$ cat src/rtl/multicycle_control.sv
// Multicycle MIPS-style control FSM: sequences fetch/decode/execute/memory/writeback
// with a bounded wait on memory acknowledgements and a sticky error state.
module multicycle_control #(
   parameter int unsigned ACK_TIMEOUT = 16
) (
   input  logic       clk_i,
   input  logic       rst_i,
   input  logic       start_i,
   input  logic [5:0] op_i,
   input  logic       zero_i,
   input  logic       mem_ack_i,
   output logic       mem_req_o,
   output logic       mem_we_o,
   output logic       iord_o,
   output logic       irwrite_o,
   output logic       pcwrite_o,
   output logic       regwrite_o,
   output logic       regdst_o,
   output logic       memtoreg_o,
   output logic       alusrca_o,
   output logic [1:0] alusrcb_o,
   output logic [1:0] aluop_o,
   output logic [1:0] pcsrc_o,
   output logic [3:0] state_o,
   output logic       err_o
);

   localparam int unsigned CW = (ACK_TIMEOUT > 1) ? $clog2(ACK_TIMEOUT) : 1;
   localparam logic [CW-1:0] CNT_LAST = CW'(ACK_TIMEOUT - 1);

   localparam logic [5:0] OP_RTYPE = 6'b000000;
   localparam logic [5:0] OP_LW    = 6'b100011;
   localparam logic [5:0] OP_SW    = 6'b101011;
   localparam logic [5:0] OP_ADDI  = 6'b001000;
   localparam logic [5:0] OP_BEQ   = 6'b000100;
   localparam logic [5:0] OP_J     = 6'b000010;

   typedef enum logic [3:0] {
      IDLE   = 4'd0,
      FETCH  = 4'd1,
      DECODE = 4'd2,
      MEMADR = 4'd3,
      MEMRD  = 4'd4,
      MEMWB  = 4'd5,
      MEMWR  = 4'd6,
      EXEC   = 4'd7,
      RWB    = 4'd8,
      IWB    = 4'd9,
      BRANCH = 4'd10,
      JUMP   = 4'd11,
      ERROR  = 4'd15
   } state_t;

   typedef struct packed {
      logic       mem_req;
      logic       mem_we;
      logic       iord;
      logic       pcwrite;
      logic       regwrite;
      logic       regdst;
      logic       memtoreg;
      logic       alusrca;
      logic [1:0] alusrcb;
      logic [1:0] aluop;
      logic [1:0] pcsrc;
      logic       err;
   } ctrl_t;

   state_t        state_q, state_d;
   logic [CW-1:0] cnt_q, cnt_d;
   ctrl_t         ctrl_q;
   logic          timeout;

   // Moore control word for the state being entered; EXEC needs the opcode
   // to pick between R-type and addi operand selects.
   function automatic ctrl_t moore_ctrl(input state_t s, input logic [5:0] op);
      ctrl_t c;
      c = '0;
      case (s)
         FETCH: begin
            c.mem_req = 1'b1;
            c.alusrcb = 2'b01;
         end
         DECODE: c.alusrcb = 2'b11;
         MEMADR: begin
            c.alusrca = 1'b1;
            c.alusrcb = 2'b10;
         end
         MEMRD: begin
            c.mem_req = 1'b1;
            c.iord    = 1'b1;
         end
         MEMWR: begin
            c.mem_req = 1'b1;
            c.mem_we  = 1'b1;
            c.iord    = 1'b1;
         end
         MEMWB: begin
            c.regwrite = 1'b1;
            c.memtoreg = 1'b1;
         end
         EXEC: begin
            c.alusrca = 1'b1;
            if (op == OP_ADDI) c.alusrcb = 2'b10;
            else               c.aluop   = 2'b10;
         end
         RWB: begin
            c.regwrite = 1'b1;
            c.regdst   = 1'b1;
         end
         IWB: c.regwrite = 1'b1;
         BRANCH: begin
            c.alusrca = 1'b1;
            c.aluop   = 2'b01;
            c.pcsrc   = 2'b01;
         end
         JUMP: begin
            c.pcsrc   = 2'b10;
            c.pcwrite = 1'b1;
         end
         ERROR:   c.err = 1'b1;
         default: c = '0;
      endcase
      return c;
   endfunction

   assign timeout = (cnt_q == CNT_LAST);

   always_comb begin
      // NOTE: defaults first so no path through the case leaves a variable unassigned (no latches).
      state_d = state_q;
      cnt_d   = cnt_q;
      case (state_q)
         IDLE: if (start_i) state_d = FETCH;
         FETCH: begin
            if (mem_ack_i)    state_d = DECODE;
            else if (timeout) state_d = ERROR;
            else              cnt_d   = cnt_q + CW'(1);
         end
         DECODE: begin
            case (op_i)
               OP_RTYPE, OP_ADDI: state_d = EXEC;
               OP_LW, OP_SW:      state_d = MEMADR;
               OP_BEQ:            state_d = BRANCH;
               OP_J:              state_d = JUMP;
               default:           state_d = ERROR;
            endcase
         end
         MEMADR: begin
            if (op_i == OP_LW)      state_d = MEMRD;
            else if (op_i == OP_SW) state_d = MEMWR;
            else                    state_d = ERROR;
         end
         MEMRD: begin
            if (mem_ack_i)    state_d = MEMWB;
            else if (timeout) state_d = ERROR;
            else              cnt_d   = cnt_q + CW'(1);
         end
         MEMWR: begin
            if (mem_ack_i)    state_d = start_i ? FETCH : IDLE;
            else if (timeout) state_d = ERROR;
            else              cnt_d   = cnt_q + CW'(1);
         end
         EXEC: begin
            if (op_i == OP_RTYPE)     state_d = RWB;
            else if (op_i == OP_ADDI) state_d = IWB;
            else                      state_d = ERROR;
         end
         MEMWB, RWB, IWB, BRANCH, JUMP: state_d = start_i ? FETCH : IDLE;
         ERROR:   state_d = ERROR;
         default: state_d = ERROR;
      endcase
      // Every entry into a request state starts a fresh wait window.
      if (state_d != state_q) cnt_d = '0;
   end

   always_ff @(posedge clk_i or negedge rst_i) begin
      if (!rst_i) begin
         state_q <= IDLE;
         cnt_q   <= '0;
         ctrl_q  <= '0;
      end else begin
         // NOTE: non-blocking assignments keep all state registers updating from the same pre-edge values.
         state_q <= state_d;
         cnt_q   <= cnt_d;
         ctrl_q  <= moore_ctrl(state_d, op_i);
      end
   end

   assign mem_req_o  = ctrl_q.mem_req;
   assign mem_we_o   = ctrl_q.mem_we;
   assign iord_o     = ctrl_q.iord;
   assign regwrite_o = ctrl_q.regwrite;
   assign regdst_o   = ctrl_q.regdst;
   assign memtoreg_o = ctrl_q.memtoreg;
   assign alusrca_o  = ctrl_q.alusrca;
   assign alusrcb_o  = ctrl_q.alusrcb;
   assign aluop_o    = ctrl_q.aluop;
   assign pcsrc_o    = ctrl_q.pcsrc;
   assign err_o      = ctrl_q.err;
   assign state_o    = state_q;

   // Mealy strobes: IR/PC latch on the fetch ack, branch PC write follows the ALU zero flag.
   assign irwrite_o = (state_q == FETCH) && mem_ack_i;
   assign pcwrite_o = ctrl_q.pcwrite | irwrite_o | ((state_q == BRANCH) && zero_i);

endmodule

$ cat config.mk
export PLATFORM = sky130hd
export DESIGN_NAME = multicycle_control
export DESIGN_NICKNAME = d
export VERILOG_FILES = /design/src/rtl/multicycle_control.sv
export SDC_FILE = /design/constraint.sdc
export NUM_CORES = 1
export LEC_CHECK = 0
export CAP_MARGIN = 15
export CELL_PAD_IN_SITES_DETAIL_PLACEMENT = 2
export CELL_PAD_IN_SITES_GLOBAL_PLACEMENT = 2
export CORE_AREA = 3 3 72 74
export DETAILED_ROUTE_END_ITERATION = 7
export DIE_AREA = 0 0 75 77
export GPL_TIMING_DRIVEN = 1
export PLACE_DENSITY = 0.84
export SYNTH_ARGS = -nofsm -noshare
export SYNTH_HDL_FRONTEND = slang
export SYNTH_SLANG_ARGS = --single-unit
$ cat constraint.sdc
create_clock -name clk_i -period 2.27 [get_ports clk_i]
set_input_delay 0.227 -clock clk_i [delete_from_list [all_inputs] [get_ports clk_i]]
set_output_delay 0.227 -clock clk_i [all_outputs]
set_load 0.01 [all_outputs]
==> flow_summary.json, run 1 <==
{
  "cp.arrival_ps": 2290,
  "worstSetupPathType": "flip-flop to flip-flop",
  "cts_made_buffers": 3,
  "layout.nets": 189,
  "rows": 25,
  "core_mm2": 0.00466,
  "cts_tree": "yes",
  "cts.clk_slew.worst_paths_ps": 80,
  "clock-sinks": 23,
  "drc": 0,
  "ys_warn_count": 0,
  "clockBufferDepth": 2,
  "synth_area_leaders": "dfrtp_1 42%, buf_4 3.8%, nor3_1 3.6%, nor2_1 3.3%, nand2_1 2.5%",
  "finalSetupViolations": 0,
  "clk_latency_ps": 260,
  "syn_area_mm2": 0.00137,
  "p_leak_nw": 0.738,
  "synth-async-reset-ratio": 1.00,
  "start_util": 0.294,
  "finalWirelength_um": 4190,
  "grt_usage": 0.154,
  "rr_worst_depth": 7,
  "first_global_vias": 1388,
  "drv_slew": 0,
  "finClkSkew_ps": 3.31,
  "max_slew_margin": 0.682,
  "ys_seq_area_frac": 0.420,
  "synth_cell_type_count": 48,
  "cts_max_level": 1,
  "status": "finished, final reports clean",
  "finalHoldViolations": 0,
  "port_buffers": 30,
  "worst_hold_path_type": "input pin to async pin",
  "hold_ws_ps": 313,
  "synth_cells": 145,
  "vdd_drop_max_uv": 444,
  "overflow": 0,
  "ant_nets": 0,
  "worstMarginPinSlew_ps": 473,
  "grt_max_degree": 24,
  "vias_per_cell": 5.30,
  "utilization": 0.382,
  "dpl.hpwl_um": 3350,
  "r2r-start": "cnt_q[0]",
  "drive_above_1_share": 0.188,
  "multi_input_area_um2": 681,
  "drtIter0Drc": 62,
  "synth_edf_count": 0,
  "fin_crit_sh": 0.936,
  "required_ps": 2430,
  "cts_setup_buffers": 0,
  "die_x_um": 75,
  "cts_root_buffer": "clkbuf_8",
  "synthesis.nets": 157,
  "route.vias.total": 1218,
  "p_per_area_mw_per_mm2": 458,
  "setup.worst_path.end_class": "flip-flop",
  "die_h_um": 77,
  "gp_congestion": 0.841,
  "avgSynthCellArea_um2": 9.46,
  "first_pass_iters": 4,
  "maxCapViolCount": 0,
  "fin_crit_ps": 2120,
  "post_drt_wl_per_cell_um": 18.2,
  "io_pins": 31,
  "area_growth_pct": 29.7,
  "grt_pass1_wl_um": 6980,
  "n_antenna_cell": 0,
  "synth_ff_type": "dfrtp_1",
  "synth_top_area_share": 0.420,
  "rsz0062_at_grt": "false",
  "ys_ff_latch": 23,
  "die_area_mm2": 0.00578,
  "regArea_um2": 581,
  "fillers": 519,
  "fmax_mhz": 471,
  "start_kind": "flip-flop",
  "path_max_fanout": 7,
  "antenna_found_initial": 0,
  "synth_area_leader_cell": "dfrtp_1",
  "reg2reg_setup_slack_ps": 150,
  "r2r-end": "cnt_q[0]"
}
-- kinds of logic (layout without fill, tap and decap cells) --
group                      Yosys count  after routing  share of synthesized area
xor gates and xnor gates             5              5                     0.0319
AOI/OAI and AO/OA                   28             28                      0.160
and+or+nand+nor                     67             67                      0.282
DFF                                 23             23                      0.420
adders and majority gates            1              1                    0.00912
muxes                                1              1                    0.00730
buffers and inverters               20             51                     0.0903
-- routing by layer --
| layer | part of all wire | vias up | wire length, um | global-route usage |
|---|---|---|---|---|
| met5 | 0 | - | 0 | 0 |
| met4 | 0.0014 | 0 | 6 | 0.00534 |
| met3 | 0.030 | 2 | 127 | 0.0341 |
| met2 | 0.56 | 19 | 2340 | 0.285 |
| met1 | 0.41 | 622 | 1710 | 0.188 |
| li1 | - | 575 | - | - |
-- sequential cells by signal (all words and copies together), names as in the netlist --
register,flops
alusrcb_o,2
pcsrc_o,2
mem_we_o,1
aluop_o,2
state_o,4
alusrca_o,1
memtoreg_o,1
ctrl_q,1
mem_req_o,1
regwrite_o,1
cnt_q,4
err_o,1
regdst_o,1
iord_o,1
-- worst max-delay path by stage --
stage	from	end	depth (start not counted)
finish	cnt_q[0]	cnt_q[0]	7
global placement	mem_ack_i	cnt_q[3]	7
floorplan	cnt_q[0]	cnt_q[0]	8
detailed placement	op_i[5]	cnt_q[0]	7
global route	cnt_q[0]	alusrcb_o[1]	8
CTS	cnt_q[0]	cnt_q[0]	7
-- per-stage QoR --
step / cells / cell area, um2 / total power, mW / setup TNS [ps] / setup slack (ps)
after CTS: 230 / 1770 / 0.818 / 0 / 26.2
final: 230 / 1780 / 0.814 / 0 / 146
after global routing: 230 / 1780 / 0.860 / 0 / 8.62
after detailed placement: 226 / 1720 / 0.569 / -425 / -117
after floorplan: 145 / 1370 / 0.494 / 0 / 446
after global placement: 226 / 1720 / 0.563 / 0 / 22.4
-- cells in the mapped netlist, types with 3 or more instances --
cell      number
o21a_1         3
nand4_1        3
nand2b_1       4
a21oi_1        6
nor2_1        12
nand2_1        9
nor3_1        10
nand3_1        5
buf_4          7
o21ai_0        3
and3_1         4
inv_1          3
xnor2_1        3
buf_2          4
dfrtp_1       23
o21ai_1        3
-- layout by cell type (no fill, tap or decap), drive strengths merged, types with 2 or more instances in the layout --
cell type and n:
xnor2 3, and3b 2, nand2b 5, nor3b 3
nor3 11, xor2 2, nand4b 2, nor2 13
clkdlybuf4s50 30, o21a 3, and3 4, clkinv 2
or3 2, nand3 5, or2 2, o21ai 6
clkbuf 3, nand2 11, dfrtp 23, a21oi 6
a311oi 2, o2111ai 3, nand4 3, inv 6
buf 10
-- report_power, final --
group / internal, mW / leakage [nW] / switching (mW) / total, mW
combinational: 0.0628 / 0.418 / 0.0710 / 0.134
sequential: 0.419 / 0.294 / 0.00778 / 0.427
clock: 0.122 / 0.0255 / 0.131 / 0.254
-- worst max-delay path, cell delays in order (launching register included) --
cell,delay (ps)
dfrtp_1,420
ha_1,260
and3_1,220
or2_1,210
a22oi_1,140
and3_2,340
o2111ai_4,160
nor3_1,270
-- timing repair --
action / CTS / global route
endpoints found under the hold margin: 0 / 0
setup endpoints to repair: 0 / 10
hold buffers: 0 / 0
gates resized for setup: 0 / 6
-- layout make-up --
type                       count  area share
multi-input combinational    102       0.383
sequential                    23       0.326
timing repair buffer          40       0.211
tap                           54      0.0380
clock buffer                   3      0.0232
inverter                       7      0.0162
clock inverter                 1     0.00281
Note: power is estimated with default switching activity, not from simulation.
==> run 2, diff against run 1 <==
--- a/config.mk
+++ b/config.mk
@@ -8,11 +8,11 @@
 export CAP_MARGIN = 15
 export CELL_PAD_IN_SITES_DETAIL_PLACEMENT = 2
 export CELL_PAD_IN_SITES_GLOBAL_PLACEMENT = 2
-export CORE_AREA = 3 3 72 74
+export CORE_AREA = 3 3 70 72
 export DETAILED_ROUTE_END_ITERATION = 7
-export DIE_AREA = 0 0 75 77
+export DIE_AREA = 0 0 73 75
 export GPL_TIMING_DRIVEN = 1
-export PLACE_DENSITY = 0.84
+export PLACE_DENSITY = 0.88
 export SYNTH_ARGS = -nofsm -noshare
 export SYNTH_HDL_FRONTEND = slang
 export SYNTH_SLANG_ARGS = --single-unit
==> constraint.sdc (replaced) <==
create_clock -name clk_i -period 2.7 [get_ports clk_i]
set_input_delay 0.27 -clock clk_i [delete_from_list [all_inputs] [get_ports clk_i]]
set_output_delay 0.27 -clock clk_i [all_outputs]
set_load 0.01 [all_outputs]
==> run 2 against run 1 <==
  * Critical path depth unchanged
  * Combinational power down 21%
  * Die area decreased by 5.2%
  * Maximum frequency is 14% lower
  * Sequential share of layout area is 1.2 points higher
  * Sequential cell count did not move
  * Sequential power down 16%
  * First-iteration DRC count is 34% lower
  * Core utilization rose by 0.91 points
  * Clock power down 18%
  * Largest cell class unchanged
  * Global-route usage shrank 0.63 points
  * Clock skew fell by 1.8 ps
==> flow_summary.json, run 2 (synthesis results as in run 1) <==
{
  "r2r-start": "state_o[1]",
  "io_pins": 31,
  "grt_usage": 0.148,
  "first_global_vias": 1222,
  "fin_crit_ps": 2480,
  "core_mm2": 0.00435,
  "utilization": 0.391,
  "n_antenna_cell": 0,
  "route.vias.total": 1157,
  "grt_pass1_wl_um": 6270,
  "layout_commonest_cell": "clkdlybuf4s50_1",
  "vdd_drop_max_uv": 209,
  "cp.arrival_ps": 2650,
  "rsz0062_at_grt": "false",
  "status": "finished, final reports clean",
  "crit_path_end": "aluop_o[1]",
  "antenna_found_initial": 0,
  "final_cell_mix": "30 x clkdlybuf4s50_1, 23 x dfrtp_1, 12 x nor2_1, 10 x nor3_1, 9 x nand2_1",
  "post_drt_wl_per_cell_um": 17.1,
  "cts_tree": "yes",
  "finalNonFillerCells": 220,
  "place_inst": 216,
  "cts_max_level": 1,
  "p_leak_nw": 0.699,
  "start_util": 0.315,
  "fmax_mhz": 403,
  "finalSetupTns_ps": 0,
  "grt_max_degree": 24,
  "finClkSkew_ps": 1.56,
  "cts_made_buffers": 3,
  "rr_worst_depth": 7,
  "cts.clk_slew.worst_paths_ps": 80,
  "clockBufferDepth": 2,
  "clock-sinks": 23,
  "worst_hold_path_type": "input pin to async pin",
  "clk_latency_ps": 260,
  "first_pass_iters": 4,
  "maxCapViolCount": 0,
  "area_growth_pct": 24.1,
  "drtIter0Drc": 41,
  "max_slew_margin": 0.519,
  "gp_congestion": 0.827,
  "vias_per_cell": 5.26,
  "fin_crit_sh": 0.919,
  "path_max_fanout": 20,
  "die_area_mm2": 0.00548,
  "drc": 0,
  "die_x_um": 73,
  "reg2reg_setup_slack_ps": 220,
  "cp-startpoint": "state_o[1]",
  "die_h_um": 75,
  "finalWirelength_um": 3770,
  "overflow": 0,
  "layout.nets": 181,
  "required_ps": 2870,
  "hold_buffers": 0,
  "ant_nets": 0,
  "setup.worst_path.end_class": "flip-flop",
  "cts_setup_buffers": 0,
  "finalSetupViolations": 0,
  "rows": 24,
  "start_kind": "flip-flop",
  "dpl.hpwl_um": 2960,
  "cts_root_buffer": "clkbuf_8",
  "worstSetupPathType": "flip-flop to flip-flop",
  "p_per_area_mw_per_mm2": 396,
  "drv_slew": 0,
  "r2r-end": "aluop_o[1]",
  "drive_above_1_share": 0.107,
  "cts_resized": 0,
  "finalHoldViolations": 0,
  "port_buffers": 30,
  "worstMarginPinSlew_ps": 722
}
-- run 2: final cells by class --
class	instances	area, um2
inverters	7	28.8
fillers	457	2650
repair buffers	32	315
flip-flops and latches	23	576
multi-input cells	102	672
clock buffers	4	45.0
well taps	52	65.1
-- run 2: stage by stage --
step | cell area [um2] | hold slack (ps) | worst slack, ps | power, mW
2_1_floorplan | 1370 | -25.6 | 876 | 0.415
3_3_place_gp | 1660 | 574 | 343 | 0.467
3_5_place_dp | 1660 | 593 | 182 | 0.473
4_1_cts | 1700 | 358 | 275 | 0.684
5_1_grt | 1700 | 368 | 84.8 | 0.715
6_report | 1700 | 353 | 218 | 0.674
-- run 2: critical path, stage by stage, from the launching register on --
cell	delay (ps)
dfrtp_1	650
and3b_1	320
a2111oi_0	550
a311oi_1	130
nand3_1	200
buf_4	200
nand2_2	90
a211oi_2	240
-- run 2: report_power, final --
group | leakage (nW) | internal (mW) | switching, mW
Sequential | 0.296 | 0.352 | 0.00654
Clock | 0.0228 | 0.105 | 0.104
Combinational | 0.380 | 0.0486 | 0.0578
Total | 0.699 | 0.506 | 0.168
-- run 2: metal layers --
metal | global-route usage | share of wire | vias up
li1 | - | - | 558
met1 | 0.206 | 0.48 | 572
met2 | 0.240 | 0.47 | 25
met3 | 0.0414 | 0.040 | 2
met4 | 0.0123 | 0.0027 | 0
met5 | 0 | 0 | -
-- run 2: worst min path at each step --
stage | endpoint | slack, ps | startpoint
after detailed placement | cnt_q[0] | 590 | cnt_q[0]
after global routing | memtoreg_o | 370 | rst_i
final | cnt_q[2] | 350 | rst_i
after global placement | cnt_q[0] | 570 | cnt_q[0]
after floorplan | aluop_o[0] | -30 | rst_i
after CTS | regwrite_o | 360 | rst_i
